--- src/rtl/memarb_if.sv ---
// Bus bundle for memarb: fetch port, MEM-stage data port and the shared memory port.
// The arbiter takes the slave side; requesters and the memory take the master side.
interface memarb_if;
    logic        if_req;
    logic [31:0] if_addr;
    logic        if_kill;
    logic        if_gnt;
    logic        if_rvalid;
    logic [31:0] if_rdata;

    logic        dm_req;
    logic        dm_we;
    logic [31:0] dm_addr;
    logic [31:0] dm_wdata;
    logic [3:0]  dm_wstrb;
    logic        dm_gnt;
    logic        dm_rvalid;
    logic [31:0] dm_rdata;

    logic        mem_en;
    logic        mem_we;
    logic [31:0] mem_addr;
    logic [31:0] mem_wdata;
    logic [3:0]  mem_wstrb;
    logic [31:0] mem_rdata;

    modport slave (
        input  if_req, if_addr, if_kill,
        output if_gnt, if_rvalid, if_rdata,
        input  dm_req, dm_we, dm_addr, dm_wdata, dm_wstrb,
        output dm_gnt, dm_rvalid, dm_rdata,
        output mem_en, mem_we, mem_addr, mem_wdata, mem_wstrb,
        input  mem_rdata
    );

    modport master (
        output if_req, if_addr, if_kill,
        input  if_gnt, if_rvalid, if_rdata,
        output dm_req, dm_we, dm_addr, dm_wdata, dm_wstrb,
        input  dm_gnt, dm_rvalid, dm_rdata,
        input  mem_en, mem_we, mem_addr, mem_wdata, mem_wstrb,
        output mem_rdata
    );
endinterface

--- src/rtl/memarb.sv ---
// Single-port memory arbiter: data port has priority, a starvation counter guarantees
// fetch progress, reads wait MEM_LAT cycles and return data to their owner.
module memarb #(
    parameter int unsigned MEM_LAT    = 2,
    parameter int unsigned STARVE_MAX = 4
) (
    input  logic     clk,
    input  logic     rst,
    memarb_if.slave  bus,
    output logic     busy
);
    localparam int unsigned SW = $clog2(STARVE_MAX + 1);

    typedef enum logic {IDLE, RD_WAIT} state_t;

    state_t          state, state_nxt;
    logic [SW-1:0]   starve_cnt;
    logic [2:0]      lat_cnt;
    logic            own_if;
    logic            kill_flag;
    logic            gnt_if, gnt_dm, rd_grant, rd_done;

    always_ff @(posedge clk or negedge rst) begin
        if (!rst) state <= IDLE;
        else      state <= state_nxt;
    end

    // Grants are gated by rst so nothing reaches the memory while reset is held.
    always_comb begin
        gnt_if         = 1'b0;
        gnt_dm         = 1'b0;
        state_nxt      = state;
        bus.mem_en     = 1'b0;
        bus.mem_we     = 1'b0;
        bus.mem_addr   = '0;
        bus.mem_wdata  = '0;
        bus.mem_wstrb  = '0;
        rd_done        = (state == RD_WAIT) && (lat_cnt == 3'd1);
        if (state == IDLE && rst) begin
            if (bus.if_req && (starve_cnt == SW'(STARVE_MAX) || !bus.dm_req)) begin
                gnt_if       = 1'b1;
                bus.mem_en   = 1'b1;
                bus.mem_addr = bus.if_addr;
            end else if (bus.dm_req) begin
                gnt_dm        = 1'b1;
                bus.mem_en    = 1'b1;
                bus.mem_we    = bus.dm_we;
                bus.mem_addr  = bus.dm_addr;
                bus.mem_wdata = bus.dm_wdata;
                bus.mem_wstrb = bus.dm_we ? bus.dm_wstrb : 4'b0000;
            end
        end
        rd_grant = gnt_if || (gnt_dm && !bus.dm_we);
        if (rd_grant)     state_nxt = RD_WAIT;
        else if (rd_done) state_nxt = IDLE;
    end

    assign bus.if_gnt = gnt_if;
    assign bus.dm_gnt = gnt_dm;
    assign busy       = (state == RD_WAIT);

    always_ff @(posedge clk or negedge rst) begin
        if (!rst) begin
            starve_cnt    <= '0;
            lat_cnt       <= '0;
            own_if        <= 1'b0;
            kill_flag     <= 1'b0;
            bus.if_rvalid <= 1'b0;
            bus.dm_rvalid <= 1'b0;
            bus.if_rdata  <= '0;
            bus.dm_rdata  <= '0;
        end else begin
            // A kill raised in the capture cycle itself must still suppress the pulse.
            bus.if_rvalid <= rd_done && own_if && !(kill_flag || bus.if_kill);
            bus.dm_rvalid <= rd_done && !own_if;
            if (rd_done) begin
                if (own_if) bus.if_rdata <= bus.mem_rdata;
                else        bus.dm_rdata <= bus.mem_rdata;
            end

            if (rd_grant) begin
                lat_cnt   <= 3'(MEM_LAT);
                own_if    <= gnt_if;
                kill_flag <= gnt_if && bus.if_kill;
            end else if (state == RD_WAIT) begin
                lat_cnt   <= lat_cnt - 3'd1;
                kill_flag <= !rd_done && (kill_flag || (own_if && bus.if_kill));
            end

            if (gnt_if)
                starve_cnt <= '0;
            else if (gnt_dm && bus.if_req && starve_cnt != SW'(STARVE_MAX))
                starve_cnt <= starve_cnt + SW'(1);
        end
    end
endmodule

--- src/flat_wrapper.sv ---
// flat-port wrapper written by rule: the top's interface ports become plain ports
module memarb_flat 
#(
    parameter int unsigned MEM_LAT    = 2,
    parameter int unsigned STARVE_MAX = 4
)
  (clk, rst, busy, bus_if_req, bus_if_addr, bus_if_kill, bus_if_gnt, bus_if_rvalid, bus_if_rdata, bus_dm_req, bus_dm_we, bus_dm_addr, bus_dm_wdata, bus_dm_wstrb, bus_dm_gnt, bus_dm_rvalid, bus_dm_rdata, bus_mem_en, bus_mem_we, bus_mem_addr, bus_mem_wdata, bus_mem_wstrb, bus_mem_rdata);
  memarb_if bus_i ();
  input  logic clk;
  input  logic rst;
  output logic busy;
  input wire logic [$bits(bus_i.if_req)-1:0] bus_if_req;
  input wire logic [$bits(bus_i.if_addr)-1:0] bus_if_addr;
  input wire logic [$bits(bus_i.if_kill)-1:0] bus_if_kill;
  output wire logic [$bits(bus_i.if_gnt)-1:0] bus_if_gnt;
  output wire logic [$bits(bus_i.if_rvalid)-1:0] bus_if_rvalid;
  output wire logic [$bits(bus_i.if_rdata)-1:0] bus_if_rdata;
  input wire logic [$bits(bus_i.dm_req)-1:0] bus_dm_req;
  input wire logic [$bits(bus_i.dm_we)-1:0] bus_dm_we;
  input wire logic [$bits(bus_i.dm_addr)-1:0] bus_dm_addr;
  input wire logic [$bits(bus_i.dm_wdata)-1:0] bus_dm_wdata;
  input wire logic [$bits(bus_i.dm_wstrb)-1:0] bus_dm_wstrb;
  output wire logic [$bits(bus_i.dm_gnt)-1:0] bus_dm_gnt;
  output wire logic [$bits(bus_i.dm_rvalid)-1:0] bus_dm_rvalid;
  output wire logic [$bits(bus_i.dm_rdata)-1:0] bus_dm_rdata;
  output wire logic [$bits(bus_i.mem_en)-1:0] bus_mem_en;
  output wire logic [$bits(bus_i.mem_we)-1:0] bus_mem_we;
  output wire logic [$bits(bus_i.mem_addr)-1:0] bus_mem_addr;
  output wire logic [$bits(bus_i.mem_wdata)-1:0] bus_mem_wdata;
  output wire logic [$bits(bus_i.mem_wstrb)-1:0] bus_mem_wstrb;
  input wire logic [$bits(bus_i.mem_rdata)-1:0] bus_mem_rdata;
  assign bus_i.if_req = bus_if_req;
  assign bus_i.if_addr = bus_if_addr;
  assign bus_i.if_kill = bus_if_kill;
  assign bus_if_gnt = bus_i.if_gnt;
  assign bus_if_rvalid = bus_i.if_rvalid;
  assign bus_if_rdata = bus_i.if_rdata;
  assign bus_i.dm_req = bus_dm_req;
  assign bus_i.dm_we = bus_dm_we;
  assign bus_i.dm_addr = bus_dm_addr;
  assign bus_i.dm_wdata = bus_dm_wdata;
  assign bus_i.dm_wstrb = bus_dm_wstrb;
  assign bus_dm_gnt = bus_i.dm_gnt;
  assign bus_dm_rvalid = bus_i.dm_rvalid;
  assign bus_dm_rdata = bus_i.dm_rdata;
  assign bus_mem_en = bus_i.mem_en;
  assign bus_mem_we = bus_i.mem_we;
  assign bus_mem_addr = bus_i.mem_addr;
  assign bus_mem_wdata = bus_i.mem_wdata;
  assign bus_mem_wstrb = bus_i.mem_wstrb;
  assign bus_i.mem_rdata = bus_mem_rdata;
  memarb #(.MEM_LAT(MEM_LAT), .STARVE_MAX(STARVE_MAX)) u_core (.clk(clk), .rst(rst), .bus(bus_i), .busy(busy));
endmodule
--- config.mk ---
export PLATFORM = sky130hd
export DESIGN_NAME = memarb_flat
export DESIGN_NICKNAME = d
export VERILOG_FILES = /design/src/rtl/memarb_if.sv /design/src/rtl/memarb.sv /design/src/flat_wrapper.sv
export SDC_FILE = /design/constraint.sdc
export NUM_CORES = 1
export LEC_CHECK = 0
export CAP_MARGIN = 25
export CORE_AREA = 2 2 106 108
export DETAILED_ROUTE_END_ITERATION = 8
export DIE_AREA = 0 0 108 110
export GPL_ROUTABILITY_DRIVEN = 0
export GPL_TIMING_DRIVEN = 0
export PLACE_DENSITY = 0.86
export SLEW_MARGIN = 10
export SYNTH_ARGS = -nofsm -noshare
export SYNTH_HDL_FRONTEND = slang
export SYNTH_SLANG_ARGS = --single-unit
--- constraint.sdc ---
create_clock -name clk -period 4.3 [get_ports clk]
set_input_delay 0.86 -clock clk [delete_from_list [all_inputs] [get_ports clk]]
set_output_delay 0.86 -clock clk [all_outputs]
set_load 0.05 [all_outputs]
Word-level counts from Yosys, hierarchy flattened
Index checks and enable logic that the tools add are counted.
{"block": "classes", "div": 0, "bitwise_logic": 2, "n_mul": 0, "n_lt_le_gt_ge": 0, "n_shift": 0, "n_eq_ne": 3, "addsub": 2, "reduce_logical": 26, "n_mux": 28}
{"op": "$mux W32", "n": 6}
{"op": "$mux W4", "n": 4}
{"op": "$mux W1", "n": 14}
{"op": "$logic_and A1 B1 Y1", "n": 12}
{"op": "$mux W3", "n": 4}
{"op": "$reduce_bool A2 Y1", "n": 3}
{"op": "$logic_not A1 Y1", "n": 5}
{"op": "$logic_or A1 B1 Y1", "n": 4}
{"op": "$reduce_and A2 Y1", "n": 2}
{"op": "$add A3 B1 Y3 const B", "n": 1}
{"op": "$eq A3 B1 Y1 const B", "n": 1}
{"op": "$eq A3 B3 Y1 const B", "n": 1}
{"op": "$ne A3 B3 Y1 const B", "n": 1}
{"op": "$sub A3 B1 Y3 const B", "n": 1}
{"op": "$not A1 Y1", "n": 2}
{"block": "word_totals", "out_inout_bits": 139, "mem_bits_ro": 0, "input_bits": 138, "latchBits": 0, "ff_bits": 75, "memories": 0, "ramBits": 0}

Logic depth before layout (Yosys ltp)
Gate-level depths: netlist of the first run.
{"block": "depth", "ltp_word": 9, "mapped_depth": 7}

Worst setup path after synthesis of the first run
Ideal clock, no wire load.
{"block": "synth_path", "path_kind": "input -> output", "from": "input rst", "to": "output bus_mem_wdata[23]", "stages": 5, "setup_slack_ns": 1.381, "t_required_ns": 3.440, "arrival_ns": 2.059, "cell_sequence": "nor2b_1 and3_1 buf_2 buf_2 and2_1"}
{"block": "synth_via", "elab_chain_len": 2}
{"element": "from (decl)", "line_no": "flat_wrapper.sv:10", "text": "input logic rst;"}
{"element": "$logic_and A1 B1 Y1", "line_no": "memarb.sv:39", "text": "if (state == IDLE && rst) begin"}
{"element": "$mux W32", "line_no": "memarb.sv:39"}
{"element": "to (decl)", "line_no": "flat_wrapper.sv:29", "text": "output wire logic [$bits(bus_i.mem_wdata)-1:0] bus_mem_wdata;"}
No other way between the ends.

Final worst setup path of the first run
{"block": "layout_path", "from": "input rst", "to": "output bus_mem_addr[20]"}
{"block": "layout_via", "elab_chain_len": 2}
{"element": "$logic_and A1 B1 Y1", "line_no": "memarb.sv:39"}
{"element": "$mux W32", "line_no": "memarb.sv:39"}
{"element": "to (decl)", "line_no": "flat_wrapper.sv:28", "text": "output wire logic [$bits(bus_i.mem_addr)-1:0] bus_mem_addr;"}
No other way between the ends.

==> results.json, run 1 <==
{
  "grt_first_pass_wirelength_um": 18900,
  "dpl.hpwl_um": 10400,
  "slew_viol_final": 0,
  "ff2ff_setup_slack_ns": 2.53,
  "pre_cts_ws_ns": -0.0646,
  "wire_per_inst_um": 18.6,
  "cp_common_cell": "buf_2",
  "grt_pass1_vias": 3457,
  "postLayoutCoreUtil_pct": 64.1,
  "crit_path_max_incr_delay_ns": 0.81,
  "hold_class": "in -> async",
  "wl_met3_um": 1070,
  "path_cells": "buf_6 > buf_12 > nor2b_1 > and3_1 > buf_2 > buf_2 > a22o_1 > clkdlybuf4s50_1",
  "die_y_um": 110,
  "r2r_start": "u_core.lat_cnt[0]",
  "die_w_um": 108,
  "die_area_um2": 11900,
  "first_pass_iters": 4,
  "post_cts_buffers": 0,
  "r2r_cells": 5,
  "top_layer_used": "met4",
  "min_period_ns": 4.09,
  "yosys.area.top_type": "dfrtp_1",
  "placed_area_um2": 6630,
  "vdd_ir_drop_max_mv": 0.543,
  "netlist_area_um2": 3670,
  "power.switching_w": 0.00235,
  "max_cap_violations": 0,
  "tightest_slew_ns": 0.605,
  "worst_path_max_delay_cell": "clkdlybuf4s50_1",
  "cts_tree": "built",
  "io_buffers": 276,
  "synthTopCellsByArea": "dfrtp_1 (51%), mux2_4 (12%), mux2_2 (11%)",
  "antenna_found_initial": 0,
  "start_util_pct": 34.3,
  "whs_ns": 0.379,
  "cts.sinks": 75,
  "p_comb_share_pct": 62.9,
  "cts_inserted_buffers": 9,
  "seq_area_frac_synth_pct": 51.1,
  "cts.path.max_buffers": 2,
  "syn-num-nets": 414,
  "cts_root_buf": "clkbuf_8",
  "p_total_w": 0.00491,
  "ant_nets": 0,
  "fmax_mhz": 244,
  "wl_met2_um": 6810,
  "skew_ns": 0.0153,
  "async_flop_share_pct": 100,
  "drc_errors": 0,
  "avgSynthCellArea_um2": 13.5,
  "r2r_end": "u_core.bus.if_rdata[25]",
  "ctsHoldBuffers": 0,
  "layout_commonest_cell": "clkdlybuf4s50_1",
  "p_int_w": 0.00256,
  "grt_start_max_net_pins": 46,
  "n_antenna_cell": 0,
  "rows": 38,
  "max_slew_margin_pct": 59.6,
  "clkLatencyLatePin_ns": 0.35,
  "status": "complete, no violations",
  "worst-path-max-fanout": 45,
  "synth_edf_count": 0,
  "ys_warn_count": 0,
  "grt_usage_pct": 20.8,
  "layout_setup_ws_ns": 0.208,
  "finalHoldViolations": 0,
  "grt_overflow": 0,
  "power_frac_seq_pct": 25.8,
  "p_leak_nw": 3.42,
  "min_period_over_period_pct": 95.2,
  "routed_wl_um": 13100,
  "arrival_ns": 3.23,
  "ys.flop_type": "dfrtp_1",
  "clkTransAtPathRegs_ns": 0.09,
  "worstSetupPathType": "in -> out",
  "coreArea_um2": 10700,
  "netlist_instances": 272,
  "yosys.area.top_type_share_pct": 51.1,
  "grt_setup_unrepaired": "false",
  "fin_nets": 702,
  "final_area_um2": 6860,
  "io_pins": 277,
  "setup_viol": 0,
  "power.density_nw_per_um2": 716,
  "synth_cell_type_count": 29,
  "swShare_pct": 47.9,
  "vias_per_cell": 4.74,
  "syn_to_final_growth_pct": 86.7,
  "drt_iter0_drc": 107,
  "htree_levels": 3,
  "wl_met1_um": 5090,
  "final_cell_mix": "clkdlybuf4s50_1 (222), dfrtp_1 (75), and2_1 (36), mux2_2 (36), a22o_1 (34)",
  "crit_required_ns": 3.44,
  "endpoint_kind": "output pin",
  "pwr-share-clk_pct": 11.3,
  "vias": 3343,
  "drive_gt1_share_pct": 17.9,
  "ys_seq_elements": 75,
  "crit_path_start_kind": "primary input"
}
==> synthesized netlist by cell type (3+ instances only) <==
| library cell | instances |
|---|---|
| dfrtp_1 | 75 |
| and2_1 | 36 |
| mux2_2 | 36 |
| a22o_1 | 34 |
| mux2_4 | 29 |
| buf_6 | 8 |
| buf_2 | 6 |
| nand2_1 | 6 |
| and3_1 | 5 |
| inv_1 | 5 |
| buf_4 | 4 |
| ha_1 | 4 |
| nor2_1 | 3 |
==> worst max-delay path by stage <==
stage,endpoint,startpoint,cells after the start,slack [ns]
finish,bus_mem_addr[20],rst,8,0.21
floorplan,bus_mem_wdata[23],rst,5,1.38
global route,bus_mem_addr[27],rst,8,0.003
CTS,bus_mem_addr[9],rst,8,0.00002
detailed placement,bus_mem_wstrb[3],rst,8,-0.06
global placement,bus_mem_wstrb[3],rst,7,-2.38
==> cells by family after synthesis <==
| family | after synthesis | synth area share, % |
|---|---|---|
| multiplexers | 65 | 22.9 |
| XOR/XNOR | 3 | 0.715 |
| flip-flops | 75 | 51.1 |
| AND/OR/NAND/NOR | 59 | 9.71 |
| adder cells (fa/ha/maj) | 4 | 1.36 |
| AO/OA/AOI/OAI | 41 | 9.44 |
| buffers and inverters | 25 | 4.80 |
==> critical path, delay by kind of cell <==
| family | cells | cell delay [ns] |
|---|---|---|
| AOI/OAI and AO/OA | 1 | 0.16 |
| buffers and inverters | 5 | 1.79 |
| and+or+nand+nor | 2 | 0.39 |
==> stage by stage <==
stage / TNS (ns) / cells
2_1_floorplan: 0 / 272
3_3_place_gp: -181.52 / 688
3_5_place_dp: -0.635 / 689
4_1_cts: 0 / 705
5_1_grt: 0 / 705
6_report: 0 / 705
==> state kept, by name, summed over array words and instances, names as in the netlist <==
register and count:
u_core.starve_cnt 3, u_core.bus.if_rdata 32, u_core.bus.dm_rvalid 1, u_core.own_if 1
u_core.bus.if_rvalid 1, u_core.bus.dm_rdata 32, u_core.busy 1, u_core.kill_flag 1
u_core.lat_cnt 3
==> area by class of cell <==
cell class | count | area [um^2]
repair buffers | 277 | 2810
flip-flops and latches | 75 | 1880
clock inverters | 5 | 60.1
plain buffers | 20 | 158
clock buffers | 11 | 141
fillers | 826 | 3840
inverters | 5 | 18.8
multi-input cells | 172 | 1620
well taps | 140 | 175
==> per-layer routing <==
metal / vias up / track usage (%)
met5: - / 0
met2: 140 / 36.9
met3: 13 / 6.82
met4: 0 / 4.85
li1: 1534 / -
met1: 1656 / 24.6
==> power by group through the flow <==
stage,clock network [W],registers [W],logic (W)
floorplan,0,0.00236,0.000935
global placement,0,0.00125,0.00309
detailed placement,0,0.00127,0.00312
CTS,0.000569,0.00127,0.00312
global route,0.000599,0.00131,0.00321
finish,0.000556,0.00127,0.00309
==> repair_timing <==
| item | in CTS | in global routing |
|---|---|---|
| gates resized for setup | 29 | 25 |
| hold endpoints to repair | 0 | 0 |
| setup endpoints to repair | 29 | 40 |
(Power assumes the default switching activity.)
==> run 2, diff against run 1 <==
- SLEW_MARGIN: 10 -> default
==> results of run 2 <==
Final layout, timing and power as in run 1 (identical DEF).
==> run 3, diff against run 2 <==
- CAP_MARGIN: 25 -> default
==> results of run 3 <==
Final layout, timing and power as in run 1 (identical DEF).
